<file path="src/rtl/mem_bus_arbiter_pkg.sv">
// Shared definitions for the memory bus arbiter.
//   arb_state_t : one-hot FSM encoding (idle / request / response)
//   OWN_INST, OWN_DATA : values of owner_data naming the granted requester
package mem_bus_arbiter_pkg;

  typedef enum logic [2:0] {
    s_IDLE = 3'b001,
    s_REQ  = 3'b010,
    s_RSP  = 3'b100
  } arb_state_t;

  localparam logic OWN_INST = 1'b0;
  localparam logic OWN_DATA = 1'b1;

endpackage

</file>
<file path="src/rtl/mem_bus_arbiter_grant.sv">
// mem_arb_grant: combinational grant selection between the fetch and
// load/store requesters.
//   inst_valid, data_valid : requester valids
//   owner_data             : last granted requester (OWN_DATA / OWN_INST)
//   grant_inst, grant_data : at most one asserted
// Optional macro MEM_ARB_RR_EN: on contention grant the requester that was
// not granted last; otherwise the data requester has fixed priority.
module mem_arb_grant
  import mem_bus_arbiter_pkg::*;
(
  input  logic inst_valid,
  input  logic data_valid,
  input  logic owner_data,
  output logic grant_inst,
  output logic grant_data
);

`ifdef MEM_ARB_RR_EN
  logic last_was_data;
  assign last_was_data = (owner_data == OWN_DATA);

  always_comb begin
    grant_inst = 1'b0;
    grant_data = 1'b0;
    if (inst_valid && data_valid) begin
      grant_inst = last_was_data;
      grant_data = ~last_was_data;
    end else begin
      grant_inst = inst_valid;
      grant_data = data_valid;
    end
  end
`else
  logic unused_owner;
  assign unused_owner = owner_data;

  always_comb begin
    grant_data = data_valid;
    grant_inst = inst_valid & ~data_valid;
  end
`endif

endmodule

</file>
<file path="src/rtl/mem_bus_arbiter.sv">
// mem_bus_arbiter: shares one memory port between instruction fetch and
// load/store. One outstanding transaction; the accepted request is
// registered and replayed downstream. Reads finish on the response
// handshake, writes finish on downstream request acceptance.
// Ports:
//   clk, rst                 : clock, async active-high reset
//   inst_req_* / inst_rsp_*  : fetch requester (read only)
//   data_req_* / data_rsp_*  : load/store requester
//   mem_*                    : downstream memory request/response
//   owner_data               : current/last grant (1 = data, 0 = inst)
//   busy                     : a transaction is in flight
// Optional macro MEM_ARB_RR_EN (see mem_arb_grant): alternate grant on
// contention instead of fixed data priority.
module mem_bus_arbiter
  import mem_bus_arbiter_pkg::*;
#(
  parameter int unsigned ADDR_W = 32,
  parameter int unsigned DATA_W = 32
) (
  input  logic                clk,
  input  logic                rst,
  input  logic [ADDR_W-1:0]   inst_req_addr,
  input  logic                inst_req_valid,
  output logic                inst_req_ready,
  output logic [DATA_W-1:0]   inst_rsp_data,
  output logic                inst_rsp_valid,
  input  logic                inst_rsp_ready,
  input  logic [ADDR_W-1:0]   data_req_addr,
  input  logic                data_req_wen,
  input  logic [DATA_W-1:0]   data_req_wdata,
  input  logic [DATA_W/8-1:0] data_req_wstrb,
  input  logic                data_req_valid,
  output logic                data_req_ready,
  output logic [DATA_W-1:0]   data_rsp_data,
  output logic                data_rsp_valid,
  input  logic                data_rsp_ready,
  output logic [ADDR_W-1:0]   mem_addr,
  output logic                mem_wen,
  output logic [DATA_W-1:0]   mem_wdata,
  output logic [DATA_W/8-1:0] mem_wstrb,
  output logic                mem_req_valid,
  input  logic                mem_req_ready,
  input  logic [DATA_W-1:0]   mem_rdata,
  input  logic                mem_rsp_valid,
  output logic                mem_rsp_ready,
  output logic                owner_data,
  output logic                busy
);

  arb_state_t state;
  logic       grant_inst;
  logic       grant_data;
  logic       in_idle;
  logic       in_req;
  logic       in_rsp;
  logic       owner_rsp_ready;

  mem_arb_grant u_grant (
    .inst_valid (inst_req_valid),
    .data_valid (data_req_valid),
    .owner_data (owner_data),
    .grant_inst (grant_inst),
    .grant_data (grant_data)
  );

  always_comb begin
    in_idle = (state == s_IDLE);
    in_req  = (state == s_REQ);
    in_rsp  = (state == s_RSP);
  end

  // Outputs decode the state register directly, so an asynchronous reset
  // drops them without waiting for a clock edge.
  always_comb begin
    inst_req_ready  = in_idle & grant_inst;
    data_req_ready  = in_idle & grant_data;
    mem_req_valid   = in_req;
    busy            = ~in_idle;
    owner_rsp_ready = (owner_data == OWN_DATA) ? data_rsp_ready : inst_rsp_ready;
    mem_rsp_ready   = in_rsp & owner_rsp_ready;
    inst_rsp_valid  = in_rsp & (owner_data == OWN_INST) & mem_rsp_valid;
    data_rsp_valid  = in_rsp & (owner_data == OWN_DATA) & mem_rsp_valid;
    inst_rsp_data   = mem_rdata;
    data_rsp_data   = mem_rdata;
  end

  always_ff @(posedge clk or posedge rst) begin
    if (rst) begin
      state      <= s_IDLE;
      mem_addr   <= '0;
      mem_wen    <= 1'b0;
      mem_wdata  <= '0;
      mem_wstrb  <= '0;
      owner_data <= OWN_INST;
    end else begin
      case (state)
        s_IDLE: begin
          // A grant is also the requester handshake: ready equals grant here.
          if (grant_data) begin
            mem_addr   <= data_req_addr;
            mem_wen    <= data_req_wen;
            mem_wdata  <= data_req_wdata;
            mem_wstrb  <= data_req_wstrb;
            owner_data <= OWN_DATA;
            state      <= s_REQ;
          end else if (grant_inst) begin
            mem_addr   <= inst_req_addr;
            mem_wen    <= 1'b0;
            mem_wdata  <= '0;
            mem_wstrb  <= '0;
            owner_data <= OWN_INST;
            state      <= s_REQ;
          end
        end
        s_REQ: begin
          if (mem_req_ready) begin
            state <= mem_wen ? s_IDLE : s_RSP;
          end
        end
        s_RSP: begin
          if (mem_rsp_valid && mem_rsp_ready) begin
            state <= s_IDLE;
          end
        end
        default: state <= s_IDLE;
      endcase
    end
  end

endmodule

</file>
<file path="config.mk">
export PLATFORM = sky130hd
export DESIGN_NAME = mem_bus_arbiter
export DESIGN_NICKNAME = d
export VERILOG_FILES = /design/src/rtl/mem_bus_arbiter_pkg.sv /design/src/rtl/mem_bus_arbiter_grant.sv /design/src/rtl/mem_bus_arbiter.sv
export SDC_FILE = /design/constraint.sdc
export NUM_CORES = 1
export LEC_CHECK = 0
export ABC_CLOCK_PERIOD_IN_PS = 2300
export CORE_ASPECT_RATIO = 0.6
export CORE_MARGIN = 1.5
export CORE_UTILIZATION = 34
export DETAILED_ROUTE_END_ITERATION = 10
export GPL_ROUTABILITY_DRIVEN = 1
export PLACE_DENSITY = 0.81
export SLEW_MARGIN = 10
export SYNTH_ARGS = -nofsm -noshare
export SYNTH_HDL_FRONTEND = slang
export SYNTH_HIERARCHICAL = 1
export SYNTH_SLANG_ARGS = --single-unit
</file>
<file path="constraint.sdc">
create_clock -name clk -period 2.3 [get_ports clk]
set_clock_uncertainty 0.1 [all_clocks]
set_input_delay 0.23 -clock clk [delete_from_list [all_inputs] [get_ports clk]]
set_output_delay 0.23 -clock clk [all_outputs]
set_load 0.02 [all_outputs]
</file>
Word level (Yosys, flattened, before mapping)
Index checks and enable logic that the tools add are counted.
Word-level totals
  flip-flop bits (word level): 73
  output and inout port bits: 141
  word-level logic and storage cells: 43
Cells by class
  eq/ne operators: 6
  mux-type cells: 16
  bitwise logic cells: 11
  reductions and logical operators: 4
Operator list (count)
  $mux W32: 4
  $mux W3: 5
  $pmux W3 S3: 1
  $and A1 B1 Y1: 8
  $mux W4: 2
  $mux W1: 4
  $ne A2 B1 Y1 const B: 2
  $eq A3 B1 Y1 const B: 1
  $eq A3 B2 Y1 const B: 1
  $eq A3 B3 Y1 const B: 1
  $ne A3 B3 Y1 const B: 1
  $not A1 Y1: 3
  $reduce_and A3 Y1: 1
  $reduce_and A2 Y1: 1
  $reduce_bool A2 Y1: 1
  $logic_and A1 B1 Y1: 1

Longest topological paths before layout
Gate-level depths: netlist of run 1.
  word-level depth: 5
  mapped depth: 6
  mapped depth without buffers: 3

Hierarchy
The synthesis of run 1 kept the hierarchy.
By module, submodules not included
  mem_bus_arbiter: instances 1, cells an instance 282, area each 3664.8 µm², sequential area each 1828.0 µm²
  mem_arb_grant: instances 1, cells an instance 2, area each 21.3 µm², sequential area each 0.0 µm²

Least setup slack after synthesis of run 1
OpenSTA, ideal clock, no wires.
  path type: register -> register
  start: reg state[0]
  end: reg mem_addr[0]
  setup time: 0.125 ns
  data arrival time: 1.453 ns
  data required time: 2.075 ns
  setup slack: 0.622 ns
  stages on the path, launching flop included: 5
  buffers on the path: 1
  period minus slack after synthesis: 1.678 ns
  cell sequence: dfstp_2 nor3b_4 o21a_4 buf_6 mux2_2
On the way
  longest elaborated chain between the ends: 2
Ends and longest elaborated chain
  start, declared: RTL line mem_bus_arbiter.sv:50  | arb_state_t state;
  start signal, assigned: RTL line mem_bus_arbiter.sv:89  | state <= s_IDLE;
  start signal, assigned: RTL line mem_bus_arbiter.sv:105  | state <= s_REQ;
  start signal, assigned: RTL line mem_bus_arbiter.sv:112  | state <= s_REQ;
  $eq A3 B1 Y1: RTL line mem_bus_arbiter.sv:96  | case (state)
  $reduce_and A2 Y1 (no line)
  end signal, assigned: RTL line mem_bus_arbiter.sv:100  | mem_addr <= data_req_addr;
  end signal, assigned: RTL line mem_bus_arbiter.sv:107  | mem_addr <= inst_req_addr;
  end, declared: RTL line mem_bus_arbiter.sv:37  | output logic [ADDR_W-1:0] mem_addr,
No other way between the ends.
A chain may end at the register's enable or synchronous reset.

Worst setup path in the final report of run 1
  start: reg state[1]
  end: out mem_req_valid
On the way
  longest elaborated chain between the ends: 1
Ends and longest elaborated chain
  $eq A3 B2 Y1: RTL line mem_bus_arbiter.sv:68  | in_req = (state == s_REQ);
  end, declared: RTL line mem_bus_arbiter.sv:41  | output logic mem_req_valid,
No other way between the ends.

==> results.md, run 1 <==
* Outcome: completed
* R2r startpoint: state[0]
* Setup TNS at 0 ns
* Final hold vios at 0
* Clock Path Buffers at 2
* Critical path required time at 1.97 ns
* Initial core utilization at 34.9%
* Vias in the first global route at 2808
* Post-Syn Nets at 425
* # Max-Cap Violations at 0
* Least-Margin Pin Slew at 0.448 ns
* Initial antenna violation count at 0
* Worst slack at placement at 0.167 ns
* Crit Path Category: reg -> out
* Critical path startpoint category: flip-flop
* Global-route wire length before repair at 14500 um
* Filler cells at 878
* Rel. slew slack at 70.2%
* Avg Cell Area, Syn at 13.0 um^2
* Vias/cell at 4.71
* PnR worst setup slack at 0.119 ns
* FF-to-FF setup slack at 0.23 ns
* Core Box Area at 0.0106 mm^2
* Num CTS Buffers at 9
* Final Setup Violations at 0
* PwrDens at 1330 mW/mm^2
* Area post-placement at 0.00518 mm^2
* Post-route ant nets at 0
* Largest net degree at the start of global routing at 39
* Residual DRC at 0
* CTS tree: yes
* Share of the synthesized area in the top cell type at 48.9%
* Final period util at 94.8%
* Min cycle time layout at 2.18 ns
* Synthesized instance count at 284
* P&R area growth vs syn at 49.8%
* Synth area leaders: dfrtp_1 49%, mux2_2 20%, buf_4 13%
* Crit path capture type: primary output
* Via count at 2594
* Row count at 29
* Antenna Cells at 0
* Area of the multi-input gates at 0.00125 mm^2
* CTS root buf: clkbuf_16
* Storage cell area at 0.00183 mm^2
* Worst-Skew Late Latency at 0.32 ns
* Final instance area at 0.00552 mm^2
* Die area at 0.0115 mm^2
* Final #Nets at 548
* Syn Std Cell Area at 0.00369 mm^2
* Worst ir drop on vdd at 638 uV
* Final Slew Violations at 0
* IO Port Bufs at 185
* H-tree depth at 3
* Flops & latches, synth at 73
* Critical path peak fanout at 7
* Max stage delay on crit path at 0.69 ns
* GP Congestion at 0.768
* Hold WC Path Type: in -> async
* Reg2reg path depth at 4
* Pre-antenna DRT Iters at 4
* Per-cell routed wire length at 17.0 um
* Remaining global-route overflow at 0
* Clock sink total at 73
* Crit-path cells: nor3b_1 > clkdlybuf4s50_1
* WHS at 0.0949 ns
* I/O pins at 282
* P_leak at 2.29 nW
* Fin util at 52.3%
* Layout cells sized above 1 at 23.3%
* Chip height at 83.7 um
* Wirelength, routed at 9350 um
* Synth cell types at 25
* Critical-path top delay cell: clkdlybuf4s50_1
* CP Data Arrival Time at 1.85 ns
* RSZ-0062 raised after global routing: no
* Die extent in x at 137 um
* Fmax at 0.459 GHz
* RR Endpoint: mem_addr[28]
* Sequential share of the synthesized area at 49.6%
* DRT iter0 DRCs at 76
* Synth area leader: dfrtp_1
* Post-DP HPWL at 7040 um
* YS warnings at 6
* GRT Total Usage at 16.6%
* Clock Pin Slew Worst Setup and Hold Paths at 0.06 ns
## area by class of cell
cell class              instances  area share (%)
clock buffers                  11            4.58
clock inverters                 5            1.40
inverters                       4           0.295
multi-input cells             127            22.7
flip-flops and latches         73            33.1
well taps                     139            3.15
repair buffers                192            34.8
## layer usage
metal  global-route usage (%)  part of all wire (%)  up-vias
met5                        0                     0        -
met2                     24.7                    44      145
li1                         -                     -     1180
met4                     4.78                   1.1        0
met1                     20.6                    44     1248
met3                     9.05                    11       21
## critical path: cells and delay by family (launching register included)
family	cells	cell delay, ns
flops	1	0.51
simple gates	1	0.32
buf+inv	1	0.69
## repair_timing
action,4_1_cts,5_1_grt
hold buffers,0,0
setup buffers,1,0
gates cloned,0,0
pin swaps,0,0
gates resized for setup,4,1
endpoints found under the setup margin,5,3
## how the worst max path moves through the flow
stage	depth (start not counted)	startpoint	slack, ns	endpoint
floorplan	1	rst	0.12	mem_addr[0]
global placement	4	state[0]	0.23	inst_req_ready
detailed placement	4	state[0]	0.17	inst_req_ready
CTS	3	state[2]	0.06	mem_rsp_ready
global route	4	state[1]	0.01	inst_rsp_valid
finish	2	state[1]	0.12	mem_req_valid
## layout by cell type, fill, tap and decap left out, types with 2 or more instances in the layout
cell type,n
a21oi_1,2
o21ai_0,3
nor2b_1,3
nor3b_4,2
buf_12,2
bufinv_16,2
buf_4,5
nand2_1,4
a22o_1,37
clkdlybuf4s50_1,181
inv_1,3
clkbuf_8,2
clkbuf_16,9
clkinv_2,3
and3_1,2
dlygate4sd2_1,3
mux2_2,64
dfrtp_1,72
## synth_stat cells (all sizes together)
cell type	number
buf	79
dfrtp	72
mux2	64
a22o	37
inv	4
nand2	4
nor2b	4
o21ai	4
nor3b	3
a21oi	2
and3	2
a21o	1
and2	1
clkbuf	1
dfstp	1
mux2i	1
nand4bb	1
nor2	1
o21a	1
or3b	1
## registers in the layout, indices dropped and copies added, names as in the netlist
register and flops:
mem_addr 32, owner_data 1, mem_wen 1, mem_wdata 32
mem_wstrb 4, state 3
## stage by stage
stage / power (mW) / std cells
after floorplan: 4.36 / 284
after global placement: 5.80 / 534
after detailed placement: 5.89 / 534
after CTS: 7.47 / 551
after global routing: 7.78 / 551
final: 7.37 / 551
## power by group
| part | leakage, nW | internal (mW) | switching [mW] |
|---|---|---|---|
| Clock | 0.162 | 1.00 | 0.515 |
| Sequential | 0.890 | 1.91 | 0.366 |
| Combinational | 1.24 | 1.92 | 1.65 |
## kinds of logic after synthesis
logic type	count (synthesis)	synth area share (%)
mux	65	19.8
flops	73	49.6
simple gates	17	3.36
compound gates	45	10.3
buf+inv	84	16.9
No activity file was read; power rests on OpenSTA's default activity.
==> inputs of run 2 (changes only) <==
--- a/config.mk
+++ b/config.mk
@@ -5,7 +5,7 @@
 export SDC_FILE = /design/constraint.sdc
 export NUM_CORES = 1
 export LEC_CHECK = 0
-export ABC_CLOCK_PERIOD_IN_PS = 2300
+export ABC_CLOCK_PERIOD_IN_PS = 2050
 export CORE_ASPECT_RATIO = 0.6
 export CORE_MARGIN = 1.5
 export CORE_UTILIZATION = 34
==> constraint.sdc (replaced) <==
create_clock -name clk -period 2.05 [get_ports clk]
set_clock_uncertainty 0.1 [all_clocks]
set_input_delay 0.205 -clock clk [delete_from_list [all_inputs] [get_ports clk]]
set_output_delay 0.205 -clock clk [all_outputs]
set_load 0.02 [all_outputs]
==> run 2 against run 1 <==
Against the previous run: design area rose by 0.20%; via count rose by 1.2%; final cell count rose by 0.36%; combinational power rose by 12%; highest routed layer unchanged; largest power group unchanged; sequential power rose by 13%; core utilization rose by 0.11 points; clock power rose by 18%; non-clock buffer count rose by 2; first-iteration DRC count fell by 12%; critical path depth rose by 3.
==> results.md, run 2 (synthesized netlist as in run 1, its figures left out) <==
* Rel. slew slack at 68.5%
* Storage cell area at 0.00183 mm^2
* Hold WC Path Type: in -> reg
* Global-route wire length before repair at 14800 um
* RSZ-0062 raised after global routing: no
* Fin util at 52.4%
* Post-route ant nets at 0
* Residual DRC at 0
* Critical path startpoint category: flip-flop
* Per-cell routed wire length at 17.3 um
* Worst-Skew Late Latency at 0.32 ns
* Layout cells sized above 1 at 24.4%
* Final Slew Violations at 0
* Outcome: completed
* Critical path peak fanout at 32
* Via count at 2626
* # hold bufs at CTS at 0
* Vias/cell at 4.75
* GP Congestion at 0.738
* Post-cts resize count at 12
* Largest net degree at the start of global routing at 39
* Final #Nets at 550
* Reg2reg path depth at 5
* Most common cell after layout, fill and taps aside: clkdlybuf4s50_1
* Pre-antenna DRT Iters at 4
* CTS root buf: clkbuf_16
* Setup bufs post-CTS at 0
* Num CTS Buffers at 9
* Biggest regs: mem_addr x32, mem_wdata x32, mem_wstrb x4
* CP endpoint: mem_addr[2]
* RR Endpoint: mem_addr[2]
* GRT Total Usage at 17.0%
* Clock Path Buffers at 2
* DRT iter0 DRCs at 67
* Crit path capture type: flip-flop
* Area of the multi-input gates at 0.00124 mm^2
* # Max-Cap Violations at 0
* Area post-placement at 0.00519 mm^2
* R2r startpoint: state[0]
* FF-to-FF setup slack at 0.08 ns
* Wirelength, routed at 9550 um
* Met2 WL at 4240 um
* PwrDens at 1510 mW/mm^2
* Chip height at 83.7 um
* Final Setup Violations at 0
* Core Box Area at 0.0106 mm^2
* Setup TNS at 0 ns
* Final instance area at 0.00553 mm^2
* Worst ir drop on vdd at 755 uV
* Die area at 0.0115 mm^2
* Final hold vios at 0
* Initial core utilization at 34.9%
* Critical path required time at 2.16 ns
* Clock Pin Slew Worst Setup and Hold Paths at 0.06 ns
* Initial antenna violation count at 0
* Crit path launch: state[0]
* Met3 wire length at 1080 um
* Fmax at 0.507 GHz
* Remaining global-route overflow at 0
* Filler cells at 899
* P&R area growth vs syn at 50.1%
* IO Port Bufs at 185
* CTS tree: yes
* Least-Margin Pin Slew at 0.473 ns
* Min cycle time layout at 1.97 ns
* Final period util at 96.2%
* H-tree depth at 3
* Most frequent cells in the layout: 177 x clkdlybuf4s50_1, 72 x dfrtp_1, 64 x mux2_2
* CP Data Arrival Time at 2.08 ns
* Antenna Cells at 0
* I/O pins at 282
* Row count at 29
* Clock sink total at 73
* Post-DP HPWL at 7190 um
* Crit Path Category: reg -> reg
* Vias in the first global route at 2784
* Met1 WL at 4020 um
* P_leak at 2.31 nW
* Die extent in x at 137 um
* Highest metal used: met4
-- run 2: cell count changes in the layout (fill, tap and decap cells not counted), sizes merged --
| cell | change |
|---|---|
| clkinvlp | +1 |
| clkbuf | +2 |
| buf | +2 |
| bufinv | +1 |
| dlygate4sd2 | +1 |
| clkinv | -2 |
| clkdlybuf4s50 | -4 |
| clkdlybuf4s15 | +1 |
-- run 2: area by class of cell --
class	instances	area share, %
clock buffer	11	4.39
clock inverter	5	1.85
inverter	4	0.339
multi-input combinational	127	22.5
sequential	73	33.0
tap	139	3.14
timing repair buffer	194	34.8
-- run 2: routing by layer --
layer | track usage [%] | vias to the layer above
met5 | 0 | -
met4 | 6.22 | 0
met3 | 9.65 | 29
met2 | 25.2 | 149
met1 | 20.4 | 1252
li1 | - | 1196
-- run 2: report_power, final --
group | internal (mW) | switching (mW)
sequential | 2.14 | 0.423
combinational | 2.16 | 1.86
clock | 1.22 | 0.575
total | 5.52 | 2.86
-- run 2: critical path, stage by stage, from the launching register on --
cell and delay, ns:
dfstp_2 0.59, nor3b_4 0.29, buf_4 0.18, o21a_4 0.13
buf_12 0.19, mux2_2 0.36
-- run 2: worst min path at each step --
stage / slack [ns] / start / depth (start not counted) / endpoint
floorplan: 0.24 / data_req_wdata[0] / 1 / mem_wdata[0]
global placement: 0.31 / mem_rdata[30] / 0 / data_rsp_data[30]
detailed placement: 0.31 / mem_rdata[30] / 0 / data_rsp_data[30]
CTS: 0.28 / rst / 3 / mem_addr[27]
global route: 0.29 / data_req_valid / 4 / owner_data
finish: 0.25 / data_req_valid / 4 / owner_data
-- run 2: per-stage QoR --
step | total power [mW] | setup WS [ns] | instances | hold WS, ns
floorplan | 4.89 | 0.372 | 284 | 0.238
global placement | 6.54 | 0.130 | 537 | 0.310
detailed placement | 6.64 | 0.0882 | 537 | 0.310
CTS | 8.52 | 0.0000318 | 553 | 0.285
global route | 8.81 | 0.000308 | 553 | 0.286
finish | 8.38 | 0.0786 | 553 | 0.252
==> inputs of run 3 (changes only) <==
--- a/config.mk
+++ b/config.mk
@@ -6,6 +6,7 @@
 export NUM_CORES = 1
 export LEC_CHECK = 0
 export ABC_CLOCK_PERIOD_IN_PS = 2050
+export CAP_MARGIN = 20
 export CORE_ASPECT_RATIO = 0.6
 export CORE_MARGIN = 1.5
 export CORE_UTILIZATION = 34
==> results of run 3 <==
No change in the layout: final DEF, timing and power equal those of run 2.
